## config.mk

```make
export PLATFORM = sky130hd
export DESIGN_NAME = rem_sched
export DESIGN_NICKNAME = d
export VERILOG_FILES = /design/src/rtl/rem_sched.sv
export SDC_FILE = /design/constraint.sdc
export NUM_CORES = 1
export LEC_CHECK = 0
export ABC_AREA = 0
export CAP_MARGIN = 0
export CORE_MARGIN = 8
export CORE_UTILIZATION = 49
export CTS_CLUSTER_DIAMETER = 120
export CTS_CLUSTER_SIZE = 40
export DETAILED_ROUTE_END_ITERATION = 10
export PLACE_DENSITY_LB_ADDON = 0.25
export SKIP_CTS_REPAIR_TIMING = 1
export SLEW_MARGIN = 20
export SYNTH_ARGS = -nofsm -noshare
export SYNTH_HDL_FRONTEND = slang
export SYNTH_SLANG_ARGS = --single-unit
```

## constraint.sdc

```tcl
create_clock -name clk -period 7.4 [get_ports clk]
set_clock_uncertainty 0.1 [all_clocks]
set_input_delay 0.74 -clock clk [delete_from_list [all_inputs] [get_ports clk]]
set_output_delay 0.74 -clock clk [all_outputs]
set_load 0.03 [all_outputs]
```

## src/rtl/rem_sched.sv

```systemverilog
// rem_sched: multi-slot reminder scheduler.
// One countdown timer time-shared round-robin.
module rem_sched #(
  parameter  int SLOTS = 4,
  parameter  int DW    = 32,
  localparam int IW    = $clog2(SLOTS)
) (
  input  logic             clk,
  input  logic             rst,
  input  logic             set,
  input  logic [IW-1:0]    set_id,
  input  logic [DW-1:0]    dur,
  input  logic             cancel,
  input  logic [IW-1:0]    cancel_id,
  output logic [SLOTS-1:0] notif,
  output logic [SLOTS-1:0] pending,
  output logic             active,
  output logic [IW-1:0]    active_id,
  output logic [DW-1:0]    remain,
  output logic             set_err
);

  typedef enum logic [1:0] {
    IDLE  = 2'd0,
    RUN   = 2'd1,
    ALERT = 2'd2
  } st_t;

  st_t              state;
  st_t              state_n;
  logic [SLOTS-1:0] pend;
  logic [SLOTS-1:0] pend_n;
  logic [SLOTS-1:0] notif_q;
  logic [SLOTS-1:0] notif_n;
  logic [DW-1:0]    dur_q [SLOTS];
  logic [DW-1:0]    cnt;
  logic [DW-1:0]    cnt_n;
  logic [IW-1:0]    last;
  logic [IW-1:0]    last_n;
  logic [IW-1:0]    aid;
  logic [IW-1:0]    aid_n;
  logic             err_q;

  logic [SLOTS-1:0] set_oh;
  logic [SLOTS-1:0] can_oh;
  logic [SLOTS-1:0] req;
  logic             busy;
  logic             same;
  logic             acc;
  logic             run_can;
  logic             found;
  logic [IW-1:0]    sel;
  logic [IW-1:0]    idx;

  // Request decode: one-hot masks and set acceptance.
  always_comb begin
    set_oh         = '0;
    can_oh         = '0;
    set_oh[set_id] = set;
    can_oh[cancel_id] = cancel;
    busy    = (state == RUN || state == ALERT)
              && (set_id == aid);
    same    = cancel && (cancel_id == set_id);
    acc     = set && (dur != '0) && !pend[set_id]
              && !busy && !same;
    run_can = (state == RUN) && cancel
              && (cancel_id == aid);
    req     = pend & ~can_oh;
  end

  // Round-robin pick: first request after last, wrapping.
  always_comb begin
    found = 1'b0;
    sel   = last;
    idx   = last;
    for (int k = 1; k <= SLOTS; k++) begin
      idx = last + k[IW-1:0];
      if (!found && req[idx]) begin
        found = 1'b1;
        sel   = idx;
      end
    end
  end

  // Next-state, counter, grant and expiry pulse.
  always_comb begin
    state_n = state;
    cnt_n   = cnt;
    aid_n   = aid;
    last_n  = last;
    notif_n = '0;
    pend_n  = (pend & ~can_oh)
              | (acc ? set_oh : '0);
    unique case (state)
      IDLE: begin
        if (found) begin
          state_n     = RUN;
          aid_n       = sel;
          last_n      = sel;
          cnt_n       = dur_q[sel] - DW'(1);
          pend_n[sel] = 1'b0;
        end
      end
      RUN: begin
        if (run_can) begin
          state_n = IDLE;
          cnt_n   = '0;
        end else if (cnt == '0) begin
          state_n      = ALERT;
          notif_n[aid] = 1'b1;
        end else begin
          cnt_n = cnt - DW'(1);
        end
      end
      ALERT: begin
        state_n = IDLE;
      end
      default: begin
        state_n = IDLE;
        cnt_n   = '0;
      end
    endcase
  end

  // FSM and control registers.
  always_ff @(posedge clk or posedge rst) begin
    if (rst) begin
      state   <= IDLE;
      pend    <= '0;
      cnt     <= '0;
      last    <= IW'(SLOTS - 1);
      aid     <= '0;
      notif_q <= '0;
      err_q   <= 1'b0;
    end else begin
      state   <= state_n;
      pend    <= pend_n;
      cnt     <= cnt_n;
      last    <= last_n;
      aid     <= aid_n;
      notif_q <= notif_n;
      err_q   <= set && !acc;
    end
  end

  // Per-slot duration storage, written on accepted set.
  always_ff @(posedge clk or posedge rst) begin
    if (rst) begin
      for (int i = 0; i < SLOTS; i++) begin
        dur_q[i] <= '0;
      end
    end else if (acc) begin
      dur_q[set_id] <= dur;
    end
  end

  assign notif     = notif_q;
  assign pending   = pend;
  assign active    = (state == RUN);
  assign active_id = aid;
  assign remain    = (state == RUN) ? cnt : '0;
  assign set_err   = err_q;

endmodule

```

# Word-level counts from Yosys, hierarchy flattened

Cells that the tools add are included.

Bitwise gates (word level): 10
Reductions and logical operators: 31
Equal/unequal tests: 8
Muxes and demuxes: 47
Add/sub/neg operators: 5
Magnitude comparators: 15

Operators by type and width:

| operator                                                          | count |
|---|---|
| 2-to-1 mux 32 bit                                                 | 7 |
| bitwise mux 128 bit                                               | 1 |
| case mux 32 bit (3 select lines)                                  | 1 |
| binary-select mux 32 bit (select 2 bit)                           | 1 |
| demux 32 bit (select 2 bit)                                       | 1 |
| subtractor 32 x 1 -> 32 bit, second input constant                | 2 |
| zero test 32 bit                                                  | 1 |
| nonzero test 32 bit                                               | 1 |
| < comparator 2 x 3 -> 1 bit, second input constant                | 8 |
| 2-to-1 mux 4 bit                                                  | 6 |
| logical AND 1 bit                                                 | 17 |
| AND 4 bit                                                         | 4 |
| 2-to-1 mux 2 bit                                                  | 7 |
| 2-to-1 mux 1 bit                                                  | 13 |
| binary-select mux 1 bit (select 2 bit)                            | 5 |
| demux 1 bit (select 2 bit)                                        | 4 |
| greater-or-equal comparator 2 x 1 -> 1 bit, second input constant | 4 |
| NOT 4 bit                                                         | 2 |
| zero test 1 bit                                                   | 7 |
| == test 2 bit                                                     | 3 |
| greater-or-equal comparator 3 bit, second input constant          | 2 |
| NOT 2 -> 3 bit                                                    | 2 |
| adder 2 bit, second input constant                                | 2 |
| bitwise OR 4 bit                                                  | 1 |
| other kinds (13)                                                  | 14 |

Output and inout bits: 44
Register bits after elaboration: 175
Input port bits: 40
Logic and storage cells: 127

# Longest topological paths before layout

Depth in word-level cells: 27
Mapped depth: 15
Mapped depth without buffers: 12

# Worst setup path before layout

No wires, ideal clock.

Kind: input -> register
From: input cancel
To: register cnt[11]
Data arrival time: 3414 ps
Path buffers: 3
Data required time: 7210 ps
Stages: 13
Path slack: 3796 ps
Library setup time: 90 ps
Cells stage by stage: buf_4 -> and2_1 -> o2111a_1 -> a211oi_2 -> buf_6 -> buf_6 -> mux2i_1 -> mux2i_1 -> nor3_2 -> nand2_2 -> or4_1 -> xor2_1 -> o221ai_1

Word-level cells in the longest chain between the ends: 22
Elaborated cells on any way between the ends: 38
Those cells by class: add/sub (1); eq/ne (2); mux (22); bitwise (4); reduce/logical (9)

RTL lines:

| what                                                 | line | source |
|---|---|---|
| start, declared                                      | 13   | `input logic cancel,` |
| AND 4 bit (no line)                                  | n/a  |  |
| NOT 4 bit                                            | 68   | `req = pend & ~can_oh;` |
| AND 4 bit                                            | 68   |  |
| binary-select mux 1 bit (select 2 bit)               | 78   | `if (!found && req[idx]) begin` |
| 2-to-1 mux 1 bit (not written as such)               | 78   |  |
| 2-to-1 mux 1 bit                                     | 78   |  |
| zero test 1 bit                                      | 78   |  |
| logical AND 1 bit                                    | 78   |  |
| [5 not listed]                                       | n/a  |  |
| logical AND 1 bit                                    | 78   |  |
| 2-to-1 mux 2 bit                                     | 78   |  |
| NOT 2 -> 3 bit (not written as such)                 | 100  | `cnt_n = dur_q[sel] - DW'(1);` |
| binary-select mux 32 bit (select 2 bit)              | 100  |  |
| 2-to-1 mux 32 bit (not written as such) (2 in a row) | 100  |  |
| subtractor 32 x 1 -> 32 bit                          | 100  |  |
| 2-to-1 mux 32 bit                                    | 96   | `if (found) begin` |
| case mux 32 bit (3 select lines)                     | 94   | `unique case (state)` |
| end signal, assigned                                 | 138  | `cnt <= cnt_n;` |
| end, declared                                        | 36   | `logic [DW-1:0] cnt;` |

Parallel ways exist; a longest one is shown, timed or not. The select of a mux whose other input is x is not followed.
A chain may end at the register's enable or synchronous reset.

# Final worst setup path

From: input cancel_id[0]
To: register cnt[27]

Word-level cells in the longest chain between the ends: 26
Elaborated cells on any way between the ends: 43
Those cells by class: add/sub (1); order compare (2); eq/ne (3); mux (24); bitwise (4); reduce/logical (9)

RTL lines:

| what                                                                                                            | line | source |
|---|---|---|
| start, declared                                                                                                 | 14   | `input logic [IW-1:0] cancel_id,` |
| < comparator 2 x 3 -> 1 bit (not written as such) or greater-or-equal comparator 2 x 1 -> 1 bit (tied branches) | 60   | `can_oh[cancel_id] = cancel;` |
| logical AND 1 bit (not written as such)                                                                         | 60   |  |
| 2-to-1 mux 1 bit (not written as such)                                                                          | 60   |  |
| demux 1 bit (select 2 bit)                                                                                      | 60   |  |
| AND 4 bit (no line)                                                                                             | n/a  |  |
| NOT 4 bit                                                                                                       | 68   |  |
| AND 4 bit                                                                                                       | 68   |  |
| binary-select mux 1 bit (select 2 bit)                                                                          | 78   |  |
| [9 not listed]                                                                                                  | n/a  |  |
| logical AND 1 bit                                                                                               | 78   |  |
| 2-to-1 mux 2 bit                                                                                                | 78   |  |
| NOT 2 -> 3 bit (not written as such)                                                                            | 100  |  |
| binary-select mux 32 bit (select 2 bit)                                                                         | 100  |  |
| 2-to-1 mux 32 bit (not written as such) (2 in a row)                                                            | 100  |  |
| subtractor 32 x 1 -> 32 bit                                                                                     | 100  |  |
| 2-to-1 mux 32 bit                                                                                               | 96   |  |
| case mux 32 bit (3 select lines)                                                                                | 94   |  |

Parallel ways exist; a longest one is shown, timed or not. The select of a mux whose other input is x is not followed.

==> run metrics <==
status finished, final reports clean; CTS Root Cell clkbuf_16; DP HPWL 15.5 mm; Max Freq 0.203 GHz; row count 51; DR iter-0 viols 444; Distinct cells, synth 65; Reg-to-Reg End cnt[27]; CTS tree yes; number of CTS-inserted buffers 17; Detailed Route WL 22.5 mm; Post-synth EDFFs 0; largest net degree at the start of global routing 110; die span in x 157 um; Sink Count 175; vias per inst 5.71; H-tree levels 4; PwrDens 525 nW/um2; Final nets 984; RSZ-0062 raised after global routing false; Routed Antenna Nets 0; area grow syn2layout 16.5%; Antenna Cells 0; Yosys top cell by area dfrtp_1; # setup viols final 0; Max Cap Viol 0; leakage power 4.62 nW; WHS 0.399 ns; CP Capture Type register; Mapped Nets 925; fillcell total 1658; CP Launch Type primary input; Worst Hold Class reg2reg; antenna violations before repair 0; Final period util 66.5%; Setup Crit Path Kind in2reg; Slew Viols, Final 0; synthesis-stage register bit count 175; top_reg_cell synth dfrtp_1; Die Y 157 um; register area share after synthesis 45.0%; peak supply drop 0.234 mV; fraction of registers with async set/reset 100%; reg-to-reg slack, setup 3.01 ns; Clock transition at path regs 0.06 ns; TritonRoute pass-1 iters 5; Synth top area share 44.5%; Worst EP required 7.56 ns; grt total ovfl 0; aggregate global-route resource usage 19.2%; Initial Util 50.0%; Mapped Cells 880; synth top area cells dfrtp_1 (45%), mux2_2 (15%), mux2i_1 (8.3%), xnor2_1 (2.6%), and2_1 (2.2%); layout cells sized above 1 21.9%; Synthesis Warnings 0; worst setup margin 2.48 ns; R2R depth 12; Slew headroom 30.1%; Avg Inst Size Synth 11.1 um2; setup TNS 0 ns; CP max FO 41; Crit path arrival time 5.08 ns; Hold Fails Final Rpt 0; crit path capture cnt[27]; Final Critical Period 4.92 ns; Core Region 19500 um2; drt wl/cell 18.5 um; reg2reg start last[1]; Slew @ Worst Pin 1.05 ns; post-synthesis cell area 9730 um2; Clock Path Buffers 2; Buffers on Ports 83; die area 24600 um2; vias in the first global route 7030; # IOs 84; later-pin clock latency in the skew report 0.43 ns; RD Place Congestion 0.847; first-pass GRT wire length 37.7 mm; total number of vias 6939; top cells by count, synth dfrtp_1 (173), mux2_2 (132), mux2i_1 (81), nor2_1 (48), nand2_1 (45); DRC 0; crit path from cancel_id[0]; worst slack, placed 2.06 ns; cell with the most instances after synthesis dfrtp_1
==> where the power goes <==
| group | switching, mW | internal [mW] | total, mW |
|---|---|---|---|
| registers | 0.342 | 1.44 | 1.78 |
| clock network | 0.381 | 0.599 | 0.980 |
| logic | 1.80 | 1.38 | 3.18 |
| total | 2.52 | 3.42 | 5.94 |
==> cells in the final DEF, fill, tap and decap left out, drive strengths merged, types with 8 or more instances in the layout <==
| master | netlist | layout |
|---|---|---|
| nor2 | 48 | 48 |
| nand2 | 47 | 47 |
| dfrtp | 173 | 173 |
| clkdlybuf4s50 | 0 | 83 |
| o221ai | 13 | 13 |
| nor4 | 23 | 23 |
| inv | 16 | 18 |
| and2 | 34 | 34 |
| xnor2 | 29 | 29 |
| clkbuf | 30 | 17 |
| buf | 22 | 9 |
| xor2 | 8 | 8 |
| nor2b | 8 | 8 |
| mux2 | 133 | 133 |
| o21ai | 50 | 50 |
| a21oi | 38 | 38 |
| a211oi | 9 | 9 |
| mux2i | 83 | 83 |
| nand3 | 12 | 12 |
| nor3 | 34 | 34 |
==> critical path, stage by stage <==
cell,delay (ns)
clkdlybuf4s50_1,0.63
and2_1,0.29
o2111a_1,0.28
a211oi_4,0.20
buf_4,0.58
buf_4,0.61
mux2i_1,0.25
nand2_1,0.12
a2111oi_4,0.48
nand2_2,0.23
nor4_2,0.34
xnor2_1,0.16
o221ai_1,0.13
==> flip-flops by register name (all words and copies together), names as in the netlist <==
register,count
cnt,32
dur_q,128
state,2
active_id,2
set_err,1
pending,4
last,2
notif,4
==> stage by stage <==
stage | cells | util, % | cell area [um2] | power (mW)
2_1_floorplan | 880 | - | 9730 | 4.19
3_3_place_gp | 1185 | 54.9 | 10700 | 4.90
3_5_place_dp | 1185 | 54.9 | 10700 | 4.96
4_1_cts | 1216 | 58.2 | 11300 | 5.95
5_1_grt | 1216 | 58.2 | 11300 | 6.35
6_report | 1216 | 58.2 | 11300 | 5.94
==> layout make-up <==
type,count,area [um2],area share (%)
clock buffers,17,425,3.76
clock inverters,14,214,1.89
inverters,16,65.1,0.574
multi-input cells,637,5010,44.2
flip-flops and latches,175,4380,38.7
well taps,265,332,2.93
repair buffers,92,898,7.93
==> worst min-delay path by stage <==
stage / start / endpoint / slack (ns) / cells after the start
floorplan: cnt[11] / cnt[11] / 0.36 / 2
global placement: dur_q[95] / dur_q[95] / 0.38 / 1
detailed placement: dur_q[95] / dur_q[95] / 0.39 / 1
CTS: dur_q[95] / dur_q[95] / 0.40 / 1
global route: dur_q[45] / dur_q[45] / 0.42 / 1
finish: dur_q[95] / dur_q[95] / 0.40 / 1
==> kinds of logic after synthesis <==
group,count (synthesis),synth area share (%)
AND/OR/NAND/NOR,245,14.3
multiplexers,217,24.2
flip-flops,175,45.0
AO/OA/AOI/OAI,133,8.85
buffers and inverters,68,3.63
XOR/XNOR,37,3.33
adder cells (fa/ha/maj),5,0.643
==> routing by layer <==
metal / track usage, % / routed length (um)
met2: 28.9 / 10200
met1: 27.5 / 10800
met3: 3.87 / 1230
met5: 0 / 0
met4: 5.03 / 293
No activity file was read; power rests on OpenSTA's default activity.
